`config.mk`:
```
export PLATFORM = sky130hd
export DESIGN_NAME = mem_arb16
export DESIGN_NICKNAME = d
export VERILOG_FILES = /design/src/rtl/mem_arb_pkg.sv /design/src/rtl/arb_starve_ctr.sv /design/src/rtl/mem_arb16.sv
export SDC_FILE = /design/constraint.sdc
export NUM_CORES = 1
export LEC_CHECK = 0
export BUFFER_PORTS_ARGS = -buffer_cell sky130_fd_sc_hd__buf_4
export CORE_UTILIZATION = 37
export DETAILED_ROUTE_END_ITERATION = 10
export PLACE_DENSITY = 0.81
export REMOVE_ABC_BUFFERS = 1
export SLEW_MARGIN = 10
export SYNTH_ARGS = -nofsm -noshare
export SYNTH_HDL_FRONTEND = slang
export SYNTH_HIERARCHICAL = 1
export SYNTH_SLANG_ARGS = --single-unit
```
`constraint.sdc`:
```
create_clock -name clk -period 2.1 [get_ports clk]
set_input_delay 0.21 -clock clk [delete_from_list [all_inputs] [get_ports clk]]
set_output_delay 0.21 -clock clk [all_outputs]
set_load 0.01 [all_outputs]
```
`src/rtl/mem_arb_pkg.sv`:
```
// Shared types and constants for the mem_arb16 single-port memory arbiter.
package mem_arb_pkg;

    typedef enum logic [1:0] {
        OWN_NONE = 2'd0,
        OWN_I    = 2'd1,
        OWN_D    = 2'd2,
        OWN_H    = 2'd3
    } owner_e;

    localparam logic [1:0] WE_READ        = 2'b00;
    localparam int         STARVE_MAX_DEF = 3;

endpackage

```
`src/rtl/arb_starve_ctr.sv`:
```
// Saturating count of consecutive denied instruction-request cycles; starve
// is high once the count reaches STARVE_MAX.
module arb_starve_ctr
    import mem_arb_pkg::*;
#(
    parameter int STARVE_MAX = STARVE_MAX_DEF
) (
    input  logic clk,
    input  logic rst,
    input  logic req,
    input  logic gnt,
    input  logic hold,
    output logic starve
);

    localparam int              CW      = (STARVE_MAX < 1) ? 1 : $clog2(STARVE_MAX + 1);
    localparam logic [CW-1:0]   CNT_MAX = CW'(STARVE_MAX);

    logic [CW-1:0] starve_cnt;

    // Frozen entirely while the host owns the memory.
    always_ff @(posedge clk) begin
        if (rst) begin
            starve_cnt <= '0;
        end else if (!hold) begin
            if (!req || gnt) begin
                starve_cnt <= '0;
            end else if (starve_cnt != CNT_MAX) begin
                starve_cnt <= starve_cnt + CW'(1);
            end
        end
    end

    assign starve = (starve_cnt == CNT_MAX);

endmodule

```
`src/rtl/mem_arb16.sv`:
```
// Single-port SRAM arbiter: host > data > instruction, with instruction starvation
// override. Host port compiled in only when MEM_ARB_HOST_PORT_EN is defined.
module mem_arb16
    import mem_arb_pkg::*;
#(
    parameter int STARVE_MAX = STARVE_MAX_DEF,
    parameter int MW         = 15
) (
    input  logic          clk,
    input  logic          rst,
    input  logic          i_req,
    input  logic [15:0]   i_addr,
    output logic          i_gnt,
    output logic          i_rvalid,
    output logic [15:0]   i_rdata,
    input  logic          d_req,
    input  logic [1:0]    d_we,
    input  logic [15:0]   d_addr,
    input  logic [15:0]   d_wdata,
    output logic          d_gnt,
    output logic          d_rvalid,
    output logic [15:0]   d_rdata,
    input  logic          h_req,
    input  logic [1:0]    h_we,
    input  logic [15:0]   h_addr,
    input  logic [15:0]   h_wdata,
    output logic          h_gnt,
    output logic          h_rvalid,
    output logic [15:0]   h_rdata,
    output logic          m_en,
    output logic [1:0]    m_we,
    output logic [MW-1:0] m_addr,
    output logic [15:0]   m_wdata,
    input  logic [15:0]   m_rdata
);

    logic          h_win;
    logic          d_win;
    logic          i_win;
    logic          starve;
    logic [15:0]   sel_addr;
    owner_e        gnt_owner;
    owner_e        rd_next;
    owner_e        rd_owner;
    logic [15:0]   i_rdata_p1;
    logic [15:0]   d_rdata_p1;
    logic          unused_addr_bits;

`ifdef MEM_ARB_HOST_PORT_EN
    assign h_win = h_req && !rst;
`else
    assign h_win = 1'b0;
`endif

    // Stage p0: combinational grant and memory strobe.
    assign d_win = d_req && !rst && !h_win && !(i_req && starve);
    assign i_win = i_req && !rst && !h_win && !d_win;

    assign h_gnt = h_win;
    assign d_gnt = d_win;
    assign i_gnt = i_win;

    always_comb begin
        sel_addr  = '0;
        m_we      = WE_READ;
        m_wdata   = '0;
        gnt_owner = OWN_NONE;
        if (h_win) begin
            sel_addr  = h_addr;
            m_we      = h_we;
            m_wdata   = h_wdata;
            gnt_owner = OWN_H;
        end else if (d_win) begin
            sel_addr  = d_addr;
            m_we      = d_we;
            m_wdata   = d_wdata;
            gnt_owner = OWN_D;
        end else if (i_win) begin
            sel_addr  = i_addr;
            gnt_owner = OWN_I;
        end
    end

    assign m_en    = h_win || d_win || i_win;
    assign m_addr  = sel_addr[MW:1];
    assign rd_next = (m_en && (m_we == WE_READ)) ? gnt_owner : OWN_NONE;

    // Byte-select bit and any bits above the word address never reach memory.
    assign unused_addr_bits = ^sel_addr;

    arb_starve_ctr #(
        .STARVE_MAX (STARVE_MAX)
    ) u_starve (
        .clk    (clk),
        .rst    (rst),
        .req    (i_req),
        .gnt    (i_win),
        .hold   (h_win),
        .starve (starve)
    );

    // Stage p1: read return, one cycle after the strobe.
    always_ff @(posedge clk) begin
        if (rst) begin
            rd_owner <= OWN_NONE;
        end else begin
            rd_owner <= rd_next;
        end
    end

    always_ff @(posedge clk) begin
        if (rst) begin
            i_rdata_p1 <= '0;
            d_rdata_p1 <= '0;
        end else begin
            if (rd_owner == OWN_I) i_rdata_p1 <= m_rdata;
            if (rd_owner == OWN_D) d_rdata_p1 <= m_rdata;
        end
    end

    assign i_rvalid = (rd_owner == OWN_I);
    assign d_rvalid = (rd_owner == OWN_D);
    assign i_rdata  = i_rvalid ? m_rdata : i_rdata_p1;
    assign d_rdata  = d_rvalid ? m_rdata : d_rdata_p1;

`ifdef MEM_ARB_HOST_PORT_EN
    logic [15:0] h_rdata_p1;

    always_ff @(posedge clk) begin
        if (rst) begin
            h_rdata_p1 <= '0;
        end else if (rd_owner == OWN_H) begin
            h_rdata_p1 <= m_rdata;
        end
    end

    assign h_rvalid = (rd_owner == OWN_H);
    assign h_rdata  = h_rvalid ? m_rdata : h_rdata_p1;
`else
    assign h_rvalid = 1'b0;
    assign h_rdata  = 16'h0;
`endif

endmodule

```
==> metrics.md, run 1 <==
| Metric | Value |
|---|---|
| Status | `complete, no violations` |
| Ports | `193` |
| Final Power | `0.00169 W` |
| Global-route wire length before repair | `8340 um` |
| # hold bufs at CTS | `0` |
| Synth async-reset ratio | `0` |
| Total track usage | `0.176` |
| Static Leak | `between 1.5 and 2 nW` |
| Initial antenna violation count | `0` |
| Clock sinks | `36` |
| Switching Share | `0.238` |
| Cells after Synth | `205` |
| Fin. Hold Viols | `0` |
| Count of cells resized by post-cts repair | `0` |
| Worst Hold Depth | `2` |
| Pwr dens | `around 530 mW/mm^2` |
| Grt total ovfl | `0` |
| Post-Syn Area per Cell | `a little under 10 um^2` |
| Register area share after synthesis | `0.354` |
| Die W | `76.2 um` |
| CP arrival | `1.68 ns` |
| Number of synthesized flops with an enable pin | `0` |
| CP Class | `reg2out` |
| Synth unique cells | `26` |
| Syn. warnings | `6` |
| Total wire length | `roughly 5100 um` |
| Clock share of power | `0.343` |
| Top_reg_cell synth | `dfxtp_1` |
| Vias/cell | `roughly 4.5` |
| Core Area | `0.00520 mm^2` |
| CTS Buf Count | `5` |
| Cell Int Power | `0.00128 W` |
| Fin nets | `448` |
| Inserted Diodes | `0` |
| Iteration-0 DRC count of the detailed router | `just under 50` |
| Reg clk slew, reported paths | `0.06 ns` |
| CTS tree | `yes` |
| Clock skew | `roughly 0.0048 ns` |
| Die ar. | `0.00580 mm^2` |
| CP required | `around 1.9 ns` |
| Period utilization | `0.899` |
| Commonest non-fill, non-tap cell in the layout | `buf_4` |
| NetSw | `between 0.0004 and 0.0005 W` |
| Crit Path Max Fanout | `15` |
| Max-slew violation count | `0` |
| Drt pass-1 iters | `4` |
| Initial Util | `0.391` |
| FILL cells | `474` |
| CP Capture Type | `output port` |
| Post-CTS setup buffers | `0` |
| Placed Instance Area | `0.00306 mm^2` |
| Combinational share of power | `0.238` |
| HPWL after detailed placement | `4040 um` |
| Reg power frac | `0.419` |
| GPL Wtd Cong | `0.777` |
| Footprint of the multi-input gates | `roughly 0.0012 mm^2` |
| Count of max-cap constraint violations | `0` |
| Fmax | `530 MHz` |
| Rows | `26` |
| Post-layout minimum cycle time | `1.89 ns` |
| Via count | `1,875` |
| Pin count of the biggest net entering global routing | `30` |
| Post-Syn Area | `0.00204 mm^2` |
| Worst min-delay path class | `in2reg` |
| Reg area | `721 um^2` |
| Most frequent cells in the layout | `buf_4 (143), dfxtp_1 (36), nor2b_1 (31)` |
| Finished Cell Area | `0.00317 mm^2` |
| Clock latency on the worst-skew pair | `between 0.2 and 0.3 ns` |
| Die H | `76.2 um` |
| Share of layout cells above drive strength 1 | `0.548` |
| CTS H-tree depth | `2` |
| Setup violators final | `0` |
| DRC Markers | `0` |
| Max Buffers Root-to-Sink | `2` |
| Via count of the first global-routing pass | `between 1,500 and 2,000` |
| # port buffers | `137` |
| RSZ-0062 raised after global routing | `no` |
| CTS root buffer | `clkbuf_8` |
| Peak VDD IR | `288 uV` |
| Routed Antenna Nets | `0` |
| #FFs+latches synth | `36` |
| Area growth from synthesis to layout | `55.7%` |
| Setup TNS | `0 ns` |
| Reg2reg path depth | `7` |
| DR WL/cell | `between 10 and 15 um` |
| Setup crit start kind | `register` |
## power by group through the flow
| stage | Sequential [W] | Clock (W) | Combinational, W |
|---|---|---|---|
| global route | 0.000709 | 0.000639 | 0.000436 |
| floorplan | 0.000721 | 0 | 0.000165 |
| finish | 0.000707 | 0.000578 | 0.000402 |
| CTS | 0.000707 | 0.000602 | 0.000405 |
| detailed placement | 0.000723 | 0 | 0.000404 |
| global placement | 0.000722 | 0 | 0.000397 |
## cell type report
type,count,area share
Clock buffer,6,0.0229
Clock inverter,2,0.0110
Inverter,2,0.00237
Multi-Input combinational cell,153,0.364
Sequential cell,36,0.227
Tap cell,70,0.0276
Timing Repair Buffer,144,0.345
## metal layers
metal  routed length (um)  vias to the layer above  share of wire  global-route usage
met4                    7                        0         0.0014              0.0269
met1                 2100                      853           0.41               0.204
li1                     -                      923              -                   -
met3                  385                        2          0.075              0.0479
met5                    0                        -              0                   0
met2                 2620                       97           0.51               0.327
## path summary, 6_finish.rpt
path | start | to | slack, ns
max reg2reg | u_starve/starve_cnt[0]$_SDFFE_PP0P_ | u_starve/starve_cnt[1]$_SDFFE_PP0P_ | 0.35
min | d_we[0] | rd_owner[1]$_SDFF_PP0_ | 0.1
max | u_starve/starve_cnt[0]$_SDFFE_PP0P_ | m_addr[13] | 0.21
min reg2reg | u_starve/starve_cnt[0]$_SDFFE_PP0P_ | u_starve/starve_cnt[0]$_SDFFE_PP0P_ | 0.49
## cells by family (layout without fill, tap and decap cells)
group | after synthesis | after routing | share of synthesized area
other | 1 | 21 | 0.00184
AOI/OAI and AO/OA | 21 | 21 | 0.0836
DFF | 36 | 36 | 0.354
buffers and inverters | 36 | 154 | 0.117
and+or+nand+nor | 78 | 78 | 0.229
muxes | 32 | 32 | 0.208
adders and majority gates | 1 | 1 | 0.00615
## per-stage QoR
stage,setup slack (ns),hold slack [ns],util,std cells
finish,0.213,0.0984,0.609,413
global route,0.102,0.0871,0.609,413
CTS,0.189,0.0871,0.609,413
detailed placement,0.354,0.383,0.588,405
global placement,0.414,0.383,0.588,405
floorplan,-0.00363,0.274,-,191
## Yosys cell counts, drive strengths merged, types with 2 or more instances
| library cell | count | share of area |
|---|---|---|
| a32oi | 15 | 0.065 |
| a21oi | 2 | 0.0049 |
| nor2b | 33 | 0.11 |
| nand2b | 3 | 0.0092 |
| clkbuf | 7 | 0.014 |
| o21ai | 2 | 0.0049 |
| mux2 | 32 | 0.21 |
| nor2 | 19 | 0.035 |
| buf | 27 | 0.10 |
| inv | 2 | 0.0037 |
| nand2 | 2 | 0.0037 |
| and2 | 18 | 0.055 |
| dfxtp | 36 | 0.35 |
## sequential cells by signal, summed over array words and instances, names as in the netlist
signal               cells
rd_owner                 2
d_rdata_p1              16
u_starve/starve_cnt      2
i_rdata_p1              16
## worst max-delay path, stage by stage (launching register included)
cell and delay [ns]:
dfxtp_1 0.32, ha_1 0.28, nand2b_1 0.19, buf_4 0.19
a32oi_1 0.22, nor2_1 0.06, buf_4 0.15
Note: power is estimated with default switching activity, not from simulation.
==> run 2: changes to the inputs <==
Settings changed: CORE_ASPECT_RATIO from default to 2, CORE_MARGIN from default to 2, TNS_END_PERCENT from default to 20.
==> run 2 against run 1 <==
Effect of this change:
- die area up 5.9%
- cell count decreased by 2.9%
- cell area is 1.6% lower
- global-route usage fell by 1.7 points
- combinational power is 1% lower
- count of clock-buffer cells in the layout up 2
- clock skew increased by 0.0011 ns
==> metrics.md, run 2 (synthesis gave the netlist of run 1 again) <==
| Metric | Value |
|---|---|
| Status | `complete, no violations (unchanged)` |
| WHS Endpoint | `rd_owner[1]$_SDFF_PP0_ (unchanged)` |
| CTS Buf Count | `5 (unchanged)` |
| CP max stage cell | `dfxtp_1 (unchanged)` |
| Critical path startpoint | `u_starve/starve_cnt[0]$_SDFFE_PP0P_ (unchanged)` |
| Area growth from synthesis to layout | `53.3% (was 55.7%)` |
| CP Capture Type | `output port (unchanged)` |
| DRC Markers | `0 (unchanged)` |
| Flop2flop setup slack | `0.29 ns (was 0.35 ns)` |
| Period utilization | `0.924 (was 0.899)` |
| CTS tree | `yes (unchanged)` |
| Clock share of power | `0.308 (was 0.343)` |
| RSZ-0062 raised after global routing | `no (unchanged)` |
| Max Buffers Root-to-Sink | `2 (unchanged)` |
| CP arrival | `1.73 ns (was 1.68 ns)` |
| Rows | `38 (was 26)` |
| Vias/cell | `4.73 (was 4.54)` |
| Via count of the first global-routing pass | `1,797 (was 1,819)` |
| Total wire length | `5070 um (was 5100 um)` |
| Core Area | `0.00537 mm^2 (was 0.00520 mm^2)` |
| R2r endpoint | `u_starve/starve_cnt[0]$_SDFFE_PP0P_ (was u_starve/starve_cnt[1]$_SDFFE_PP0P_)` |
| Initial antenna violation count | `0 (unchanged)` |
| Inserted Diodes | `0 (unchanged)` |
| Commonest non-fill, non-tap cell in the layout | `buf_4 (unchanged)` |
| Ordered cell list for the critical path | `ha_1 -> nand2b_1 -> buf_4 -> a32oi_1 -> nor2_1 -> buf_4 (unchanged)` |
| CP Class | `reg2out (unchanged)` |
| Die H | `109 um (was 76.2 um)` |
| Clock latency on the worst-skew pair | `0.28 ns (was 0.27 ns)` |
| Crit Path Max Fanout | `15 (unchanged)` |
| R2R Path Start | `u_starve/starve_cnt[0]$_SDFFE_PP0P_ (unchanged)` |
| Clock sinks | `36 (unchanged)` |
| Peak VDD IR | `607 uV (was 288 uV)` |
| Biggest regs | `d_rdata_p1: 16 flops, i_rdata_p1: 16 flops (unchanged)` |
| Global-route wire length before repair | `7800 um (was 8340 um)` |
| Drt pass-1 iters | `4 (unchanged)` |
| Static Leak | `1.59 nW (was 1.61 nW)` |
| Ports | `193 (unchanged)` |
| Total track usage | `0.160 (was 0.176)` |
| Iteration-0 DRC count of the detailed router | `43 (was 49)` |
| Die W | `56.5 um (was 76.2 um)` |
| Grt total ovfl | `0 (unchanged)` |
| Routed Antenna Nets | `0 (unchanged)` |
| Die ar. | `0.00615 mm^2 (was 0.00580 mm^2)` |
| Final Power | `0.00160 W (was 0.00169 W)` |
| Clock skew | `0.00594 ns (was 0.00481 ns)` |
| Fmax | `515 MHz (was 530 MHz)` |
| Share of layout cells above drive strength 1 | `0.543 (was 0.548)` |
| Cell Int Power | `0.00120 W (was 0.00128 W)` |
| Setup crit start kind | `register (unchanged)` |
| Worst min-delay path class | `in2reg (unchanged)` |
| DR WL/cell | `12.6 um (was 12.4 um)` |
| # hold bufs at CTS | `0 (unchanged)` |
| Reg2reg path depth | `7 (unchanged)` |
| Combinational share of power | `0.248 (was 0.238)` |
| Reg power frac | `0.444 (was 0.419)` |
| CP most frequent cell | `buf_4 (unchanged)` |
| Reg clk slew, reported paths | `0.07 ns (was 0.06 ns)` |
| Fin. Hold Viols | `0 (unchanged)` |
| Pwr dens | `511 mW/mm^2 (was 532 mW/mm^2)` |
| Count of max-cap constraint violations | `0 (unchanged)` |
| Initial Util | `0.379 (was 0.391)` |
| Worst Hold Launch | `d_we[1] (was d_we[0])` |
| HPWL after detailed placement | `4000 um (was 4040 um)` |
| NetSw | `0.000398 W (was 0.000402 W)` |
| Setup violators final | `0 (unchanged)` |
| Fin nets | `446 (was 448)` |
| Worst path max stage delay | `0.32 ns (about the same)` |
| Via count | `1,898 (was 1,875)` |
| Worst Path Buf+Inv | `2 (unchanged)` |
| GPL Wtd Cong | `0.699 (was 0.777)` |
| Post-CTS setup buffers | `0 (unchanged)` |
| Worst Hold Depth | `2 (unchanged)` |
| Max-slew violation count | `0 (unchanged)` |
| Count of cells resized by post-cts repair | `0 (unchanged)` |
| Post-layout minimum cycle time | `1.94 ns (was 1.89 ns)` |
| # port buffers | `137 (unchanged)` |
| CTS root buffer | `clkbuf_8 (unchanged)` |
| Switching Share | `0.250 (was 0.238)` |
| CP required | `1.89 ns (about the same)` |
| Pin count of the biggest net entering global routing | `32 (was 30)` |
| Top delay family on crit path | `buffers and inverters (unchanged)` |
| Worst hold margin | `0.0940 ns (was 0.0984 ns)` |
| Most frequent cells in the layout | `buf_4 (142), dfxtp_1 (36), nor2b_1 (31) (was buf_4 (143), dfxtp_1 (36), nor2b_1 (31))` |
| CTS H-tree depth | `2 (unchanged)` |
[run 2: routing by layer]
layer / vias up / routed length, um / part of all wire / global-route usage
met1: 866 / 1750 / 0.34 / 0.156
met2: 105 / 2840 / 0.56 / 0.311
met4: 0 / 102 / 0.020 / 0.0714
li1: 918 / - / - / -
met3: 9 / 379 / 0.075 / 0.0308
met5: - / 0 / 0 / 0
[run 2: metrics by stage]
step / instance area, um^2 / TNS [ns] / instances / setup slack [ns] / util
5_1_grt: 3120 / 0 / 401 / 0.0204 / 0.581
2_1_floorplan: 1880 / -0.0277 / 191 / -0.00363 / -
3_5_place_dp: 3020 / 0 / 393 / 0.319 / 0.563
3_3_place_gp: 3020 / 0 / 393 / 0.377 / 0.563
6_report: 3120 / 0 / 401 / 0.160 / 0.581
4_1_cts: 3110 / 0 / 401 / 0.0286 / 0.579
[run 2: cell type report]
class / instances / area [um^2]
clock buffers: 8 / 90.1
repair buffers: 142 / 1070
inverters: 2 / 7.51
flip-flops and latches: 36 / 721
multi-input cells: 153 / 1160
well taps: 60 / 75.1
fillers: 489 / 2250
[run 2: worst max-delay path by stage]
| stage | endpoint | slack (ns) | cells past startpoint |
|---|---|---|---|
| finish | m_addr[13] | 0.16 | 6 |
| global route | m_addr[4] | 0.02 | 6 |
| CTS | m_addr[13] | 0.03 | 5 |
| detailed placement | u_starve/starve_cnt[0]$_SDFFE_PP0P_ | 0.32 | 7 |
| global placement | m_addr[13] | 0.38 | 5 |
| floorplan | i_rdata_p1[0]$_SDFF_PP0_ | -0.004 | 3 |
[run 2: power groups by stage]
stage | sequential (W) | combinational, W | clock (W)
floorplan | 0.000721 | 0.000165 | 0
global placement | 0.000722 | 0.000391 | 0
detailed placement | 0.000723 | 0.000397 | 0
CTS | 0.000708 | 0.000399 | 0.000515
global route | 0.000709 | 0.000430 | 0.000535
finish | 0.000708 | 0.000396 | 0.000491
